`config.mk`:
```
export PLATFORM = sky130hd
export DESIGN_NAME = riscv_bp_track
export DESIGN_NICKNAME = d
export VERILOG_FILES = /design/src/rtl/riscv_bp_pkg.sv /design/src/rtl/riscv_bp_perfcnt.sv /design/src/rtl/riscv_bp_track.sv
export SDC_FILE = /design/constraint.sdc
export NUM_CORES = 1
export LEC_CHECK = 0
export CAP_MARGIN = 20
export CORE_MARGIN = 3
export CORE_UTILIZATION = 55
export CTS_CLUSTER_DIAMETER = 120
export DETAILED_ROUTE_END_ITERATION = 7
export DONT_BUFFER_PORTS = 1
export PLACE_DENSITY = 0.69
export SLEW_MARGIN = 0
export SYNTH_ARGS = -nofsm -noshare
export SYNTH_HDL_FRONTEND = slang
export SYNTH_SLANG_ARGS = --single-unit
```
`constraint.sdc`:
```
create_clock -name clk_i -period 4.5 [get_ports clk_i]
set_input_delay 0.9 -clock clk_i [delete_from_list [all_inputs] [get_ports clk_i]]
set_output_delay 0.9 -clock clk_i [all_outputs]
set_load 0.01 [all_outputs]
```
`src/rtl/riscv_bp_pkg.sv`:
```
// Shared types for the branch prediction unit and its EX-stage tracker.
package riscv_bp_pkg;

  typedef enum logic [1:0] {
    STRONG_NT = 2'b00,
    WEAK_NT   = 2'b01,
    WEAK_T    = 2'b11,
    STRONG_T  = 2'b10
  } bp_pred_t;

  function automatic logic bp_taken(bp_pred_t p);
    return p[1];
  endfunction

endpackage

```
`src/rtl/riscv_bp_perfcnt.sv`:
```
// Wrapping performance counter with synchronous clear that beats increment.
module riscv_bp_perfcnt #(
  parameter int XLEN = 32
) (
  input  logic            clk_i,
  input  logic            rst_ni,
  input  logic            inc_i,
  input  logic            clr_i,
  output logic [XLEN-1:0] cnt_o
);

  logic [XLEN-1:0] r_cnt;

  always_ff @(posedge clk_i or negedge rst_ni) begin
    if (!rst_ni)    r_cnt <= '0;
    else if (clr_i) r_cnt <= '0;
    else if (inc_i) r_cnt <= r_cnt + XLEN'(1);
  end

  assign cnt_o = r_cnt;

endmodule

```
`src/rtl/riscv_bp_track.sv`:
```
// Carries the ID-stage prediction into EX, owns global history and drives
// the prediction RAM write side when a conditional branch resolves.
module riscv_bp_track
  import riscv_bp_pkg::*;
#(
  parameter int XLEN           = 32,
  parameter int HAS_BPU        = 0,
  parameter int BP_GLOBAL_BITS = 2
) (
  input  logic                      clk_i,
  input  logic                      rst_ni,
  input  logic [1:0]                bp_bp_predict_i,
  input  logic                      id_valid_i,
  input  logic                      id_stall_i,
  input  logic                      id_flush_i,
  input  logic                      ex_stall_i,
  input  logic                      ex_flush_i,
  input  logic                      ex_branch_i,
  input  logic                      ex_btaken_i,
  input  logic                      cnt_clr_i,
  output logic [BP_GLOBAL_BITS-1:0] bu_bp_history_o,
  output logic [1:0]                bu_bp_predict_o,
  output logic                      bu_bp_btaken_o,
  output logic                      bu_bp_update_o,
  output logic                      ex_mispredict_o,
  output logic [XLEN-1:0]           cnt_branch_o,
  output logic [XLEN-1:0]           cnt_mispredict_o
);

  bp_pred_t                  r_pred;
  logic                      r_vld;
  logic [BP_GLOBAL_BITS-1:0] r_hist;
  logic [BP_GLOBAL_BITS-1:0] w_hist_nxt;
  logic                      w_bubble;
  logic                      w_resolve;
  logic                      w_mispredict;
  bp_pred_t                  w_pred_in;

  assign w_bubble  = id_stall_i | id_flush_i | ~id_valid_i;
  assign w_pred_in = (HAS_BPU != 0) ? bp_pred_t'(bp_bp_predict_i) : STRONG_NT;

  // Prediction is kept while bubbled so the EX port never sees garbage.
  always_ff @(posedge clk_i or negedge rst_ni) begin
    if (!rst_ni) begin
      r_vld  <= 1'b0;
      r_pred <= STRONG_NT;
    end else if (ex_flush_i) begin
      r_vld  <= 1'b0;
    end else if (!ex_stall_i) begin
      if (w_bubble) begin
        r_vld  <= 1'b0;
      end else begin
        r_vld  <= 1'b1;
        r_pred <= w_pred_in;
      end
    end
  end

  assign w_resolve    = r_vld & ex_branch_i & ~ex_stall_i & ~ex_flush_i;
  assign w_mispredict = w_resolve & (bp_taken(r_pred) ^ ex_btaken_i);

  if (BP_GLOBAL_BITS == 1) begin : g_hist1
    assign w_hist_nxt = ex_btaken_i;
  end else begin : g_histn
    assign w_hist_nxt = {r_hist[BP_GLOBAL_BITS-2:0], ex_btaken_i};
  end

  // Output shows pre-update history during the resolve cycle (RAM write index).
  always_ff @(posedge clk_i or negedge rst_ni) begin
    if (!rst_ni)        r_hist <= '0;
    else if (w_resolve) r_hist <= w_hist_nxt;
  end

  riscv_bp_perfcnt #(.XLEN(XLEN)) u_cnt_branch (
    .clk_i  (clk_i),
    .rst_ni (rst_ni),
    .inc_i  (w_resolve),
    .clr_i  (cnt_clr_i),
    .cnt_o  (cnt_branch_o)
  );

  riscv_bp_perfcnt #(.XLEN(XLEN)) u_cnt_mispredict (
    .clk_i  (clk_i),
    .rst_ni (rst_ni),
    .inc_i  (w_mispredict),
    .clr_i  (cnt_clr_i),
    .cnt_o  (cnt_mispredict_o)
  );

  assign bu_bp_history_o = r_hist;
  assign bu_bp_predict_o = r_pred;
  assign bu_bp_btaken_o  = ex_btaken_i;
  assign bu_bp_update_o  = w_resolve & (HAS_BPU != 0);
  assign ex_mispredict_o = w_mispredict;

endmodule
```
; ---- Word level (Yosys, flattened, before mapping)
; Cells that the tools add are included.
[word_totals]
ff_bits = 67
latchBits = 0
ram_bits = 0
mem_bits_ro = 0
inputBits = 12
out_inout_bits = 71
elab_cells = 25
n_memories = 0
[op_classes]
add_sub_neg = 2
mul = 0
div = 0
order_cmp = 0
n_eq_ne = 1
n_shift = 0
muxes = 7
n_bitwise = 9
reduce_logical = 2
[op_table]
columns = cell, n
row1 = $mux W32, 4
row2 = $add A32 B1 Y32 const B, 2
row3 = $and A1 B1 Y1, 4
row4 = $reduce_bool A2 Y1, 2
row5 = $mux W1, 3
row6 = $not A1 Y1, 3
row7 = $ne A2 B1 Y1 const B, 1
row8 = $or A1 B1 Y1, 2

; ---- Logic depth before layout (Yosys ltp)
; Gate-level depths: netlist (run 1).
[logic_depth]
word_depth = 6
depth_mapped = 7
mapped_depth_nobuf = 6

; ---- Modules after synthesis
; From an unflattened synthesis (run 1), not the netlist that was laid out.
[unflattened]
cells_unflattened = 374
hier_area_um2 = 3563.4
[modules_own_cells]
columns = mod, n_inst, cells_per_inst, area_per_inst_um2, seq_area_each_um2
row1 = riscv_bp_perfcnt (u_cnt_branch), 1, 183, 1714.1, 800.8
row2 = riscv_bp_perfcnt (u_cnt_mispredict), 1, 176, 1680.4, 800.8
row3 = riscv_bp_track, 1, 15, 168.9, 75.1

; ---- Least setup slack after synthesis (run 1)
; OpenSTA, ideal clock, no wires.
[synth_path]
path_type = input-to-reg
from = in ex_flush_i
to = reg u_cnt_branch.r_cnt[31] (netlist: u_cnt_branch.cnt_o[31])
arrival_time_ns = 2.473
t_required_ns = 4.372
path_slack_ns = 1.900
cell_stages = 6
path_buffers = 2
cell_sequence = clkbuf_1 or4_1 clkbuf_1 or3_1 nor3_2 mux2_1
[synth_between]
elab_chain_len = 3
[synth_lines]
columns = element, line
row1 = from (decl), riscv_bp_track.sv:17  ; input logic ex_flush_i,
row2 = $not A1 Y1, riscv_bp_track.sv:59  ; assign w_resolve = r_vld & ex_branch_i & ~ex_stall_i & ~ex_flush_i;
row3 = $and A1 B1 Y1, riscv_bp_track.sv:59
row4 = $reduce_bool A2 Y1 (no source line), -
row5 = to (signal assigned), riscv_bp_perfcnt.sv:17  ; else if (inc_i) r_cnt <= r_cnt + XLEN'(1);
row6 = to (decl), riscv_bp_perfcnt.sv:12  ; logic [XLEN-1:0] r_cnt;
; Every way passes these cells.
; A chain may end at the register's enable or synchronous reset.

; ---- Worst setup path after layout (run 1)
[layout_path]
from = in ex_stall_i
to = reg u_cnt_branch.r_cnt[31] (netlist: u_cnt_branch.cnt_o[31])
[layout_between]
elab_chain_len = 4
[layout_lines]
columns = element, line
row1 = from (decl), riscv_bp_track.sv:16  ; input logic ex_stall_i,
row2 = $not A1 Y1, riscv_bp_track.sv:59
row3 = $and A1 B1 Y1 (2 in a row), riscv_bp_track.sv:59
row4 = $reduce_bool A2 Y1 (no source line), -
; Every way passes these cells.

==> results.json, run 1 <==
{
  "status": "finished, final reports clean",
  "grt_setup_unrepaired": "no",
  "fillers": 527,
  "dp_cells": 428,
  "num_vias": 2645,
  "m1WireLength_mm": 3.15,
  "synth_warnings": 0,
  "clock_sinks": 67,
  "ys_types": 38,
  "cts_tree": "built",
  "grt_pass1_vias": 2494,
  "antenna_found_initial": 0,
  "rrSetupSlack_ns": 2.03,
  "routed_via_density": 5.97,
  "fin_tns_setup_ns": 0,
  "cts_max_path_buffers": 2,
  "cp.buffers_inverters": 0,
  "endpoint_kind": "flip-flop",
  "first_pass_iters": 4,
  "slowest_stage": "or4_1",
  "finalNetCount": 378,
  "io_pins": 83,
  "required_ns": 4.73,
  "path_clk_slew_ns": 0.07,
  "slew_headroom_pct": 36.3,
  "max_clock_freq_mhz": 374,
  "port_buffers": 0,
  "critPathArrivalTime_ns": 2.90,
  "drive_gt1_share_pct": 6.79,
  "routabilityCongestion": 0.803,
  "dieArea_mm2": 0.00732,
  "hpwlAfterDp_mm": 4.82,
  "min_path_type": "input port to asynchronous set/reset pin",
  "wl_per_cell_um": 16.4,
  "finalSetupViolations": 0,
  "drc": 0,
  "p_leak_nw": 1.43,
  "drt_iter0_drc": 110,
  "die_x_um": 85.5,
  "utilization_pct": 60.5,
  "grt_overflow": 0,
  "grt_max_degree": 70,
  "core_area_mm2": 0.00603,
  "fin_cells": 443,
  "cts_made_buffers": 9,
  "synth_area_mm2": 0.00348,
  "clock_latency_ns": 0.34,
  "synthCells": 370,
  "grt_pass1_wl_mm": 12.0,
  "finalHoldViolCount": 0,
  "fin_ws_ns": 1.82,
  "highest_layer": "met4",
  "ys_ff_latch": 67,
  "power_density_mw_per_mm2": 284,
  "grt.total_usage_pct": 20.7,
  "r2r_start": "u_cnt_branch.cnt_o[5]",
  "post-place-ws_ns": 1.46,
  "start_util_pct": 57.7,
  "critPathKind": "input port to flip-flop",
  "cts_resized": 0,
  "cts_setup_buffers": 0,
  "max_stage_delay_ns": 0.86,
  "synth_seq_area_share_pct": 48.2,
  "start_kind": "input port",
  "reg2reg_depth": 5,
  "ctsRootBufferMaster": "clkbuf_8",
  "cp_top_family": "simple AND/OR/NAND/NOR gates",
  "routed_wl_mm": 7.26,
  "cp_cell_sequence": "nand3b_4 -> or4_1 -> or3_1 -> nor3_2 -> mux2_1",
  "ir_drop_mv": 0.158,
  "wl_met3_um": 597,
  "h-tree-depth": 3,
  "fin_crit_ns": 2.68,
  "antenna_cells": 0,
  "die_h_um": 85.5,
  "avgSynthCellArea_um2": 9.40,
  "mostFrequentLayoutCells": "dfrtp_1 (67), nor2_1 (66), xnor2_1 (31)",
  "startpoint": "ex_stall_i",
  "critPathMaxFanout": 16,
  "clock-skew-final_ns": 0.00839,
  "num_rows": 28,
  "post-route-period-util_pct": 59.5,
  "dr_wl_met2_mm": 3.33,
  "ant_nets": 0,
  "tightest_slew_ns": 0.947,
  "postCtsHoldBufs": 0,
  "drv_cap": 0,
  "area_delta_synth_final_pct": 4.85,
  "r2r_end": "u_cnt_branch.cnt_o[31]",
  "layout_commonest_cell": "dfrtp_1",
  "totalPowerFinal_w": 0.00104,
  "finalMaxSlewViolations": 0
}
## metal layers
| layer | track usage [%] | vias up |
|---|---|---|
| met2 | 32.6 | 84 |
| met1 | 25.2 | 1286 |
| met5 | 0 | - |
| met4 | 9.78 | 0 |
| li1 | - | 1259 |
| met3 | 7.78 | 16 |
## final cells by class
cell class | count | area [µm²] | area share [%]
Clock buffer | 12 | 145 | 3.98
Clock inverter | 3 | 15.0 | 0.412
Inverter | 10 | 37.5 | 1.03
Multi-Input combinational cell | 275 | 1670 | 45.9
Sequential cell | 67 | 1680 | 46.0
Tap cell | 75 | 93.8 | 2.57
Timing Repair Buffer | 1 | 7.51 | 0.206
## through the flow
stage,hold WS (ns),instance area [µm²]
after floorplan,0.539,3490
after global placement,0.560,3490
after CTS,0.241,3650
after global routing,0.223,3650
final,0.244,3650
after detailed placement,0.577,3490
## worst max path at each step
| stage | to | slack (ns) | depth (start not counted) |
|---|---|---|---|
| 2_1_floorplan | u_cnt_branch.cnt_o[31] | 1.90 | 6 |
| 3_3_place_gp | u_cnt_branch.cnt_o[31] | 1.48 | 5 |
| 3_5_place_dp | u_cnt_branch.cnt_o[31] | 1.46 | 5 |
| 4_1_cts | u_cnt_branch.cnt_o[31] | 1.82 | 5 |
| 6_report | u_cnt_branch.cnt_o[31] | 1.82 | 5 |
| 5_1_grt | u_cnt_branch.cnt_o[31] | 1.72 | 5 |
## cells in the mapped netlist, drive strengths merged
cell     instances  area share, %
dfrtp           67             48
nor2            66            7.1
xnor2           31            7.8
xor2            25            6.3
nand2           24            2.6
nand3           20            2.9
nand4           19            3.6
nor3            18            2.7
nor4            16            3.8
buf             10            1.8
clkbuf          10            1.1
inv             10            1.1
o21ai           10            1.4
a21oi            8            1.2
or3              7            1.3
and3             6            1.1
and4             5            1.3
o2111ai          3           0.76
ha               2           0.72
mux2             2           0.65
nand3b           2           0.79
or4              2           0.54
and2             1           0.18
conb             1           0.11
nand2b           1           0.18
nand4b           1           0.25
nor2b            1           0.18
nor4b            1           0.25
or4b             1           0.29
## sequential cells by signal, indices dropped and copies added (netlist names)
| register | count |
|---|---|
| bu_bp_history_o | 2 |
| u_cnt_mispredict.cnt_o | 32 |
| r_vld | 1 |
| u_cnt_branch.cnt_o | 32 |
## power breakdown
part	internal (W)	leakage (nW)	switching [W]
Sequential	0.000604	0.936	0.00000178
Clock	0.000209	0.0860	0.000218
Combinational	0.00000221	0.412	0.00000297
## kinds of logic (layout without fill, tap and decap cells)
family,Yosys count,after routing,share of synthesized area (%)
muxes,2,2,0.647
AOI/OAI and AO/OA,21,21,3.34
and+or+nand+nor,191,191,28.9
adders and majority gates,2,2,0.719
buffers and inverters,30,26,3.96
DFF,67,67,48.2
xor gates and xnor gates,56,56,14.1
other,1,3,0.108
Power figures use the tool's default switching activity.
==> inputs of run 2 (changes only) <==
==> constraint.sdc (replaced) <==
create_clock -name clk_i -period 2.77 [get_ports clk_i]
set_input_delay 0.554 -clock clk_i [delete_from_list [all_inputs] [get_ports clk_i]]
set_output_delay 0.554 -clock clk_i [all_outputs]
set_load 0.01 [all_outputs]
==> run 2 against run 1 <==
Sequential power up 62%. Power grew 67%. Die area is the same. Routed wire length is 1.2% higher. Clock power is 70% higher. Critical endpoint unchanged. Largest power group unchanged.
==> results.json, run 2 (synthesis results as in run 1) <==
{
  "status": "finished, final reports clean",
  "dieArea_mm2": 0.00732,
  "drc": 0,
  "layout_commonest_cell": "dfrtp_1",
  "core_area_mm2": 0.00603,
  "h-tree-depth": 3,
  "post-route-period-util_pct": 77.5,
  "drt_iter0_drc": 107,
  "die_x_um": 85.5,
  "fin_crit_ns": 2.15,
  "cts_max_path_buffers": 2,
  "critPathMaxFanout": 6,
  "finalSetupViolations": 0,
  "routabilityCongestion": 0.808,
  "min_path_type": "input port to asynchronous set/reset pin",
  "cts_made_buffers": 9,
  "endpoint_kind": "flip-flop",
  "finalNetCount": 386,
  "critPathArrivalTime_ns": 2.38,
  "clock-skew-final_ns": 0.00830,
  "io_pins": 83,
  "antenna_cells": 0,
  "p_leak_nw": 1.49,
  "tightest_slew_ns": 0.584,
  "grt_pass1_vias": 2637,
  "grt_max_degree": 70,
  "grt.total_usage_pct": 21.7,
  "clock_latency_ns": 0.34,
  "drv_cap": 0,
  "cts_tree": "built",
  "max_clock_freq_mhz": 466,
  "ctsRootBufferMaster": "clkbuf_8",
  "fin_tns_setup_ns": 0,
  "finalHoldViolCount": 0,
  "drive_gt1_share_pct": 8.75,
  "ant_nets": 0,
  "area_delta_synth_final_pct": 7.52,
  "port_buffers": 0,
  "antenna_found_initial": 0,
  "finalMaxSlewViolations": 0,
  "clock_sinks": 67,
  "path_clk_slew_ns": 0.07,
  "grt_overflow": 0,
  "hpwlAfterDp_mm": 4.93,
  "r2r_start": "u_cnt_branch.cnt_o[6]",
  "mostFrequentLayoutCells": "dfrtp_1 (67), nor2_1 (66), xnor2_1 (31)",
  "die_h_um": 85.5,
  "routed_via_density": 5.87,
  "cts_setup_buffers": 0,
  "routed_wl_mm": 7.34,
  "num_rows": 28,
  "power_density_mw_per_mm2": 464,
  "num_vias": 2654,
  "start_kind": "flip-flop",
  "slew_headroom_pct": 60.7,
  "start_util_pct": 57.7,
  "first_pass_iters": 4,
  "wl_per_cell_um": 16.2,
  "required_ns": 3.00,
  "critPathKind": "flip-flop to flip-flop",
  "r2r_end": "u_cnt_branch.cnt_o[31]",
  "totalPowerFinal_w": 0.00174,
  "ir_drop_mv": 0.310,
  "grt_pass1_wl_mm": 12.6,
  "grt_setup_unrepaired": "no",
  "rrSetupSlack_ns": 0.62,
  "reg2reg_depth": 5
}
-- run 2: changes by cell type in the layout (fill, tap and decap cells not counted) --
cell,before,now
buf_4,1,8
buf_16,0,1
clkbuf_1,2,3
clkbuf_8,10,11
clkinv_2,3,2
-- run 2: layer usage --
layer  up-vias  routed length [µm]  global-route usage (%)
met5         -                   0                       0
met1      1297                3110                    25.7
met2        70                3560                    35.9
met3        11                 541                    7.49
met4         0                 133                    9.50
li1       1276                   -                       -
-- run 2: report_power, final --
group	leakage, nW	switching (W)	internal, W
Combinational	0.460	0.0000227	0.00000780
Clock	0.0905	0.000352	0.000372
Sequential	0.936	0.00000287	0.000981
Total	1.49	0.000377	0.00136
-- run 2: area by class of cell --
type	count	area (µm²)
timing repair buffer	9	87.6
inverter	10	37.5
sequential	67	1680
fill	521	2280
tap	75	93.8
clock buffer	14	163
clock inverter	2	10.0
multi-input combinational	275	1670
-- run 2: repair_timing --
action | 4_1_cts | 5_1_grt
resized for setup | 0 | 0
setup endpoints to repair | 0 | 0
hold buffers | 1 | 0
hold endpoints to repair | 67 | 0
-- run 2: per-stage QoR --
step | instance area (µm²) | setup WS (ns) | util, % | hold slack (ns) | cells
after detailed placement | 3540 | 0.428 | 58.8 | 0.260 | 435
after global placement | 3540 | 0.453 | 58.8 | 0.260 | 435
after CTS | 3740 | 0.609 | 62.1 | 0.0857 | 452
after floorplan | 3490 | 0.516 | - | 0.258 | 372
final | 3740 | 0.624 | 62.1 | 0.0746 | 452
after global routing | 3740 | 0.515 | 62.1 | 0.0864 | 452
-- run 2: worst max path at each step --
stage | depth (start not counted) | slack [ns] | to | startpoint
4_1_cts | 5 | 0.61 | u_cnt_branch.cnt_o[31] | u_cnt_branch.cnt_o[6]
2_1_floorplan | 6 | 0.52 | u_cnt_branch.cnt_o[31] | ex_flush_i
6_report | 5 | 0.62 | u_cnt_branch.cnt_o[31] | u_cnt_branch.cnt_o[6]
3_3_place_gp | 5 | 0.45 | u_cnt_branch.cnt_o[31] | ex_stall_i
3_5_place_dp | 5 | 0.43 | u_cnt_branch.cnt_o[31] | ex_stall_i
5_1_grt | 5 | 0.52 | u_cnt_branch.cnt_o[31] | u_cnt_branch.cnt_o[5]
-- run 2: critical path, cell delays in order, from the launching register on --
cell and delay (ns):
dfrtp_1 0.51, nand4_2 0.22, or3_1 0.39, or3_1 0.43
nor3_2 0.14, mux2_1 0.34
